### config.mk
export PLATFORM = sky130hd
export DESIGN_NAME = vga_sync_decoder
export DESIGN_NICKNAME = d
export VERILOG_FILES = /design/src/rtl/vga_sync_decoder.sv
export SDC_FILE = /design/constraint.sdc
export NUM_CORES = 1
export LEC_CHECK = 0
export ABC_AREA = 1
export CORE_MARGIN = 1.5
export CORE_UTILIZATION = 50
export CTS_BUF_LIST = sky130_fd_sc_hd__clkbuf_4 sky130_fd_sc_hd__clkbuf_8
export DETAILED_ROUTE_END_ITERATION = 7
export GPL_ROUTABILITY_DRIVEN = 1
export GPL_TIMING_DRIVEN = 0
export PLACE_DENSITY = 0.75
export SLEW_MARGIN = 25
export SYNTH_ARGS = -nofsm -noshare
export SYNTH_HDL_FRONTEND = slang
export SYNTH_SLANG_ARGS = --single-unit
### constraint.sdc
create_clock -name clk -period 6.5 [get_ports clk]
set_input_delay 1.95 -clock clk [delete_from_list [all_inputs] [get_ports clk]]
set_output_delay 1.95 -clock clk [all_outputs]
set_load 0.02 [all_outputs]
### src/rtl/vga_sync_decoder.sv
// VGA sync receiver: recovers pixel position, active window and frame start
// from incoming hsync/vsync, tracks timing lock and flags timing errors.
module vga_sync_decoder #(
   parameter int width       = 640,
   parameter int pulse       = 96,
   parameter int front_porch = 16,
   parameter int back_porch  = 48,
   parameter int h_pol       = 0,
   parameter int v_width     = 480,
   parameter int v_pulse     = 2,
   parameter int v_front     = 10,
   parameter int v_back      = 33,
   parameter int v_pol       = 0,
   parameter int lock_lines  = 4
) (
   input  logic       clk,
   input  logic       rst,
   input  logic       hsync,
   input  logic       vsync,
   output logic [9:0] x,
   output logic [9:0] y,
   output logic       active,
   output logic       frame_start,
   output logic       locked,
   output logic       line_err,
   output logic       frame_err
);

   localparam int h_total = pulse + back_porch + width + front_porch;
   localparam int v_total = v_pulse + v_back + v_width + v_front;

   localparam logic [9:0] h_last  = 10'(h_total - 1);
   localparam logic [9:0] h_end   = 10'(h_total);
   localparam logic [9:0] p_last  = 10'(pulse - 1);
   localparam logic [9:0] v_last  = 10'(v_total - 1);
   localparam logic [9:0] h_start = 10'(pulse + back_porch);
   localparam logic [9:0] h_stop  = 10'(pulse + back_porch + width - 1);
   localparam logic [9:0] v_start = 10'(v_pulse + v_back);
   localparam logic [9:0] v_stop  = 10'(v_pulse + v_back + v_width - 1);
   localparam logic [7:0] lock_need = 8'(lock_lines);
   localparam logic hs_on = (h_pol != 0);
   localparam logic vs_on = (v_pol != 0);

   typedef enum logic [1:0] {
      st_search,
      st_track,
      st_locked
   } state_t;

   state_t     state;
   logic       hs_q, hs_qq, vs_q, vs_qq;
   logic [9:0] h_cnt, v_cnt;
   logic       vs_pend, pulse_ok;
   logic [7:0] good, good_nxt;
   logic       hs_rise, hs_fall, vs_rise, vs_trig;
   logic       len_ok, line_good, timeout, pw_bad;
   logic       h_in, v_in;

   assign hs_rise   = (hs_q == hs_on) && (hs_qq != hs_on);
   assign hs_fall   = (hs_q != hs_on) && (hs_qq == hs_on);
   assign vs_rise   = (vs_q == vs_on) && (vs_qq != vs_on);
   assign vs_trig   = hs_rise && (vs_pend || vs_rise);
   assign len_ok    = (h_cnt == h_last);
   assign line_good = len_ok && pulse_ok;
   assign pw_bad    = hs_fall && (h_cnt != p_last);
   // Missing hsync: counter ran one past the nominal line end.
   assign timeout   = !hs_rise && (h_cnt == h_end);

   always_comb begin
      good_nxt = '0;
      if (line_good)
         good_nxt = (good >= lock_need) ? good : good + 8'd1;
   end

   always_ff @(posedge clk) begin
      if (rst) begin
         hs_q      <= !hs_on;
         hs_qq     <= !hs_on;
         vs_q      <= !vs_on;
         vs_qq     <= !vs_on;
         h_cnt     <= '0;
         v_cnt     <= '0;
         vs_pend   <= 1'b0;
         pulse_ok  <= 1'b0;
         good      <= '0;
         state     <= st_search;
         line_err  <= 1'b0;
         frame_err <= 1'b0;
      end else begin
         hs_q      <= hsync;
         hs_qq     <= hs_q;
         vs_q      <= vsync;
         vs_qq     <= vs_q;
         line_err  <= 1'b0;
         frame_err <= 1'b0;

         if (hs_rise)
            h_cnt <= '0;
         else if (h_cnt != '1)
            h_cnt <= h_cnt + 10'd1;

         if (hs_rise)
            vs_pend <= 1'b0;
         else if (vs_rise)
            vs_pend <= 1'b1;

         if (hs_rise) begin
            if (vs_trig)
               v_cnt <= '0;
            else if (v_cnt != '1)
               v_cnt <= v_cnt + 10'd1;
         end

         if (hs_fall)
            pulse_ok <= (h_cnt == p_last);

         unique case (state)
            st_search: begin
               if (hs_rise) begin
                  state <= st_track;
                  good  <= '0;
               end
            end
            st_track: begin
               if (pw_bad)
                  line_err <= 1'b1;
               if (timeout) begin
                  line_err <= 1'b1;
                  good     <= '0;
               end
               if (hs_rise) begin
                  if (!len_ok)
                     line_err <= 1'b1;
                  good <= good_nxt;
                  if (vs_trig && good_nxt >= lock_need)
                     state <= st_locked;
               end
            end
            st_locked: begin
               // Drop lock the cycle after an error pulse.
               if (line_err || frame_err)
                  state <= st_search;
               else begin
                  if (pw_bad || timeout || (hs_rise && !len_ok))
                     line_err <= 1'b1;
                  if (vs_trig && v_cnt != v_last)
                     frame_err <= 1'b1;
               end
            end
            default: state <= st_search;
         endcase
      end
   end

   assign locked      = (state == st_locked);
   assign h_in        = (h_cnt >= h_start) && (h_cnt <= h_stop);
   assign v_in        = (v_cnt >= v_start) && (v_cnt <= v_stop);
   assign active      = locked && h_in && v_in;
   assign x           = active ? h_cnt - h_start : '0;
   assign y           = active ? v_cnt - v_start : '0;
   assign frame_start = locked && (h_cnt == '0) && (v_cnt == '0);

endmodule

=== Word level (Yosys, flattened, before mapping) ===
Index checks and enable logic that the tools add are counted.
Widths: inputs -> output; s select.

* Logic and storage cells: 96
* Input port bits: 4
* Bits in registers: 38

* Order comparisons: 6
* Bitwise operators: 4
* Reductions and logical operators: 32
* $add $sub $neg: 5
* Equality and inequality tests: 14
* Mux-type cells: 23

{| class="wikitable"
|+ Operators with widths
! cell !! number
|-
| $mux 10 || 4
|-
| $mux 8 || 5
|-
| $ne 10x10->1 const B || 3
|-
| $add 10x1->10 const B || 2
|-
| $eq 10x10->1 const B || 2
|-
| $le 10x10->1 const B || 2
|-
| $logic_not 10->1 || 2
|-
| $ge 8x3->1 const B || 2
|-
| $logic_and 1x1->1 || 16
|-
| $pmux 8 s2 || 1
|-
| $eq 10x7->1 const B || 1
|-
| $ge 10x6->1 const B || 1
|-
| $ge 10x8->1 const B || 1
|-
| $ne 10x7->1 const B || 1
|-
| $sub 10x6->10 const B || 1
|-
| $sub 10x8->10 const B || 1
|-
| $add 8x1->8 const B || 1
|-
| $mux 2 || 4
|-
| $mux 1 || 7
|-
| $ne 2x2->1 const B || 3
|-
| $pmux 2 s3 || 1
|-
| $logic_or 1x1->1 || 4
|-
| $not 1->1 || 4
|-
| $reduce_and 4->1 || 1
|-
| 12 further kinds || 14
|}

=== Logic depth before layout (Yosys ltp) ===
Gate-level depths: netlist of the first run.

* Word-level depth: 9
* Mapped depth: 11
* Gate-level depth less buffers: 10

=== Least setup slack after synthesis of the first run ===
Ideal clock, no wire load.

* Path kind: register to output
* From: register h_cnt[4]
* To: output x[3]
* Cell stages (with the launch flop): 11
* Data arrival time: 1.666 ns
* Required time: 4.550 ns
* Setup slack: 2.884 ns
* Cell sequence: dfxtp_1 inv_1 ha_1 nand2_1 nand2_1 nand3_1 nand2_1 nor2_2 nand2_2 buf_6 nor2_1

* Cells in the longest elaborated chain, start to end: 5
* Elaborated cells between the ends (all ways): 6
* Classes of those cells: order compare: 2; mux: 1; reduce/logical: 3

{| class="wikitable"
|+ Ends and longest elaborated chain
! what !! RTL line !! text
|-
| from (decl) || 52 || <nowiki>logic [9:0] h_cnt, v_cnt;</nowiki>
|-
| from (signal assigned) || 100 || <nowiki>h_cnt <= h_cnt + 10'd1;</nowiki>
|-
| $ge 10x8->1 / $le 10x10->1 (equally long branches) || 156 || <nowiki>assign h_in = (h_cnt >= h_start) && (h_cnt <= h_stop);</nowiki>
|-
| $logic_and 1x1->1 (*) || 156 ||
|-
| $logic_and 1x1->1 (*) (2 in a row) || 158 || <nowiki>assign active = locked && h_in && v_in;</nowiki>
|-
| $mux 10 (*) || 159 || <nowiki>assign x = active ? h_cnt - h_start : '0;</nowiki>
|-
| to (decl) || 20 || <nowiki>output logic [9:0] x,</nowiki>
|}

Every way passes the cells marked *; elsewhere a longest branch is shown, timed or not.

=== Final worst setup path of the first run ===
Ends and elaborated chain as after synthesis.

==> flow_metrics.tcl, run 1 <==
set metrics [dict create \
    rsz0062_at_grt "no" \
    arrival_ps 2570 \
    numCtsBuffers 5 \
    async_flop_share 0 \
    crit_start "h_cnt[4]" \
    post-route-period-util 0.6951 \
    grt_remaining_overflow 0 \
    drv_cap 0 \
    die-area_mm2 0.005313 \
    synth.most_common_cell "nand2_1" \
    ir_drop_uv 109.1 \
    drcViolationCount 0 \
    dp_hpwl_um 3960 \
    synth_ff_type "dfxtp_1" \
    die_x_um 72.89 \
    slew_violations 0 \
    path_buf_inv 3 \
    hold_path_class "reg -> reg" \
    postCtsHoldBufs 0 \
    power_per_cell_area_mw_per_mm2 188.3 \
    syn_area_mm2 0.002442 \
    die_height_um 72.89 \
    cts_tree "built" \
    setup_tns_ps 0 \
    syn_area_per_cell_um2 6.998 \
    post-synth-top-area-cell "dfxtp_1" \
    cts_setup_buffers 0 \
    clk-insertion-delay-late_ps 300 \
    drtPass1Iterations 4 \
    path_delay_family "buffers and inverters" \
    fill_cells 448 \
    io_pins 29 \
    layout-drive-gt1-share 0.1224 \
    placed_cell_area_mm2 0.002806 \
    power.total_uw 543.4 \
    num_vias 2247 \
    placeableCoreArea_mm2 0.004723 \
    grt_max_degree 12 \
    required_ps 4550 \
    finalWirelength_um 5153 \
    critPathMaxStageDelay_ps 600 \
    cts.sinks 38 \
    crit_path_end_kind "output port" \
    cts-root-buf "clkbuf_8" \
    timing.rr.start "v_cnt[0]" \
    drt-vias-per-instance 4.982 \
    ys_seq_area_frac 0.3115 \
    fin_skew_ps 13.05 \
    rows 25 \
    grt_pass1_wl_um 9059 \
    yosysWarningCount 0 \
    synth_cell_types 36 \
    final_area_mm2 0.002885 \
    fin_nets 404 \
    routedWlPerCell_um 11.43 \
    max_slew.worst_pin.slew_ps 489.0 \
    drt_iter0_drc 128 \
    cp-start-kind "flip-flop" \
    areaGrowthSynthToFinish_pct 18.14 \
    initial_core_util 0.5171 \
    path_cells "inv_1, ha_1, nand2_1, nand2_1, nand3_1, nand2_1, nor2_2, nand2_2, buf_6, nor2_1, clkdlybuf4s50_1" \
    hp-start "good[5]" \
    min_period_ps 4518 \
    synthCells 349 \
    crit_fanout 10 \
    synth_top_area_share 0.3115 \
    fmaxAchievable_mhz 221.3 \
    utilization 0.6109 \
    status "finished clean" \
    yosys_register_bits 38 \
    crit_type "reg -> out" \
    clkTransAtPathRegs_ps 70 \
    synthesis.nets 369 \
    synth_edf_count 0 \
    gp_congestion 0.8993 \
    r2r_slack_ps 4690 \
    slew-limit-headroom 0.6728 \
    setup_viol 0 \
    finalHoldViolCount 0 \
    grt_pass1_vias 2138 \
    grt_usage 0.2155 \
    cpMaxStageDelayCell "clkdlybuf4s50_1" \
    ant_nets 0 \
    whs_ps 430.2 \
    p_leak_nw 1.281 \
    antenna_found_initial 0 \
    critPathMostFrequentCell "nand2_1" \
    htree_levels 2 \
    ctsLongestPathBuffers 2 \
    num_antenna_cells 0 \
    port_buffers 28 \
    cts_resized 0 \
    synth.area.top_cells "dfxtp_1 31%, nand2_1 8.8%, ha_1 8.2%" \
    yosys-top-cells-count "57 x nand2_1, 53 x nor2_1, 50 x inv_1" \
]
cell type report:
cell class / count / area, um2 / share of cell area
Multi-Input combinational cell: 250 / 1424 / 0.4935
Sequential cell: 38 / 760.7 / 0.2637
Timing Repair Buffer: 28 / 280.3 / 0.09714
Inverter: 54 / 202.7 / 0.07025
Tap cell: 67 / 83.83 / 0.02905
Clock buffer: 5 / 68.82 / 0.02385
Buffer: 7 / 55.05 / 0.01908
Clock inverter: 2 / 10.01 / 0.003469
routing by layer:
| layer | GRT usage | wire length, um | vias to the layer above |
|---|---|---|---|
| met5 | 0 | 0 | - |
| met4 | 0.06289 | 69 | 0 |
| met3 | 0.04972 | 226 | 7 |
| met2 | 0.3782 | 2503 | 43 |
| met1 | 0.2619 | 2353 | 1017 |
| li1 | - | - | 1180 |
worst register-to-register path: stages (launching register included):
cell	delay, ps
dfxtp_1	490
ha_1	250
inv_1	70
nor2_1	140
nand2_1	120
o21ai_2	360
nor2_1	90
a21oi_1	120
nor2_1	40
stage by stage:
step,cells,setup WS [ps]
after global placement,444,2318
after floorplan,349,2884
after global routing,451,1775
after detailed placement,444,2303
after CTS,451,1982
final,451,1982
registers in the layout (all words and copies together), names as in the netlist:
register	count
frame_err	1
good	8
h_cnt	10
hs_q	1
hs_qq	1
line_err	1
pulse_ok	1
state	2
v_cnt	10
vs_pend	1
vs_q	1
vs_qq	1
cell families (layout without fill, tap and decap cells):
group,after synthesis,in the layout,synth area share
xor gates and xnor gates,12,12,0.04303
adders and majority gates,16,16,0.08197
buffers and inverters,61,96,0.1055
and+or+nand+nor,175,175,0.3448
AOI/OAI and AO/OA,47,47,0.1132
DFF,38,38,0.3115
worst paths after layout:
kind              cells after the start  endpoint
hold reg to reg                       2   good[5]
setup / recovery                     11      x[3]
setup reg to reg                      8  v_cnt[7]
hold / removal                        2   good[5]
power breakdown:
group	internal (mW)	switching, mW
clock	0.0721	0.0846
combinational	0.0490	0.0821
sequential	0.246	0.00976
total	0.367	0.176
placed cells by master, fill, tap and decap left out, types with 2 or more instances in the layout:
cell	Yosys	routed
nand2_2	3	3
nor4_1	3	3
clkinv_2	0	2
a21oi_1	23	23
buf_2	2	2
inv_2	4	4
clkdlybuf4s50_1	0	28
nor2_2	13	13
nand4_1	10	10
buf_6	3	3
o21ai_0	10	10
nor2_4	3	3
ha_1	16	16
nor3_1	6	6
nand2_1	57	57
clkbuf_8	0	5
a211oi_1	4	4
dfxtp_1	38	38
xor2_1	11	11
or2_2	2	2
a31oi_1	2	2
inv_1	50	50
o21ai_2	2	2
nor2_1	53	53
nand3_1	20	20
No activity file was read; power rests on OpenSTA's default activity.
==> run 2: changes to the inputs <==
==> constraint.sdc (replaced) <==
create_clock -name clk -period 4.45 [get_ports clk]
set_input_delay 1.335 -clock clk [delete_from_list [all_inputs] [get_ports clk]]
set_output_delay 1.335 -clock clk [all_outputs]
set_load 0.02 [all_outputs]
==> results of run 2 <==
The final DEF is identical to that of run 1. Status: finished clean.
Among the figures that moved: setup slack after placement 2303 ps -> 868.2 ps; setup slack after layout 1982 ps -> 546.8 ps; register-to-register setup slack 4690 ps -> 2640 ps; total power 0.5434 mW -> 0.7937 mW; worst IR drop on VDD 109.1 uV -> 159.4 uV
==> run 3: changes to the inputs <==
--- a/config.mk
+++ b/config.mk
@@ -13,6 +13,7 @@
 export GPL_ROUTABILITY_DRIVEN = 1
 export GPL_TIMING_DRIVEN = 0
 export PLACE_DENSITY = 0.75
+export SKIP_LAST_GASP = 1
 export SLEW_MARGIN = 25
 export SYNTH_ARGS = -nofsm -noshare
 export SYNTH_HDL_FRONTEND = slang
==> results of run 3 <==
The final DEF is identical to that of run 1. Status: finished clean.
Among the figures that moved: setup slack after placement 2303 ps -> 868.2 ps; setup slack after layout 1982 ps -> 546.8 ps; register-to-register setup slack 4690 ps -> 2640 ps; total power 0.5434 mW -> 0.7937 mW; worst IR drop on VDD 109.1 uV -> 159.4 uV
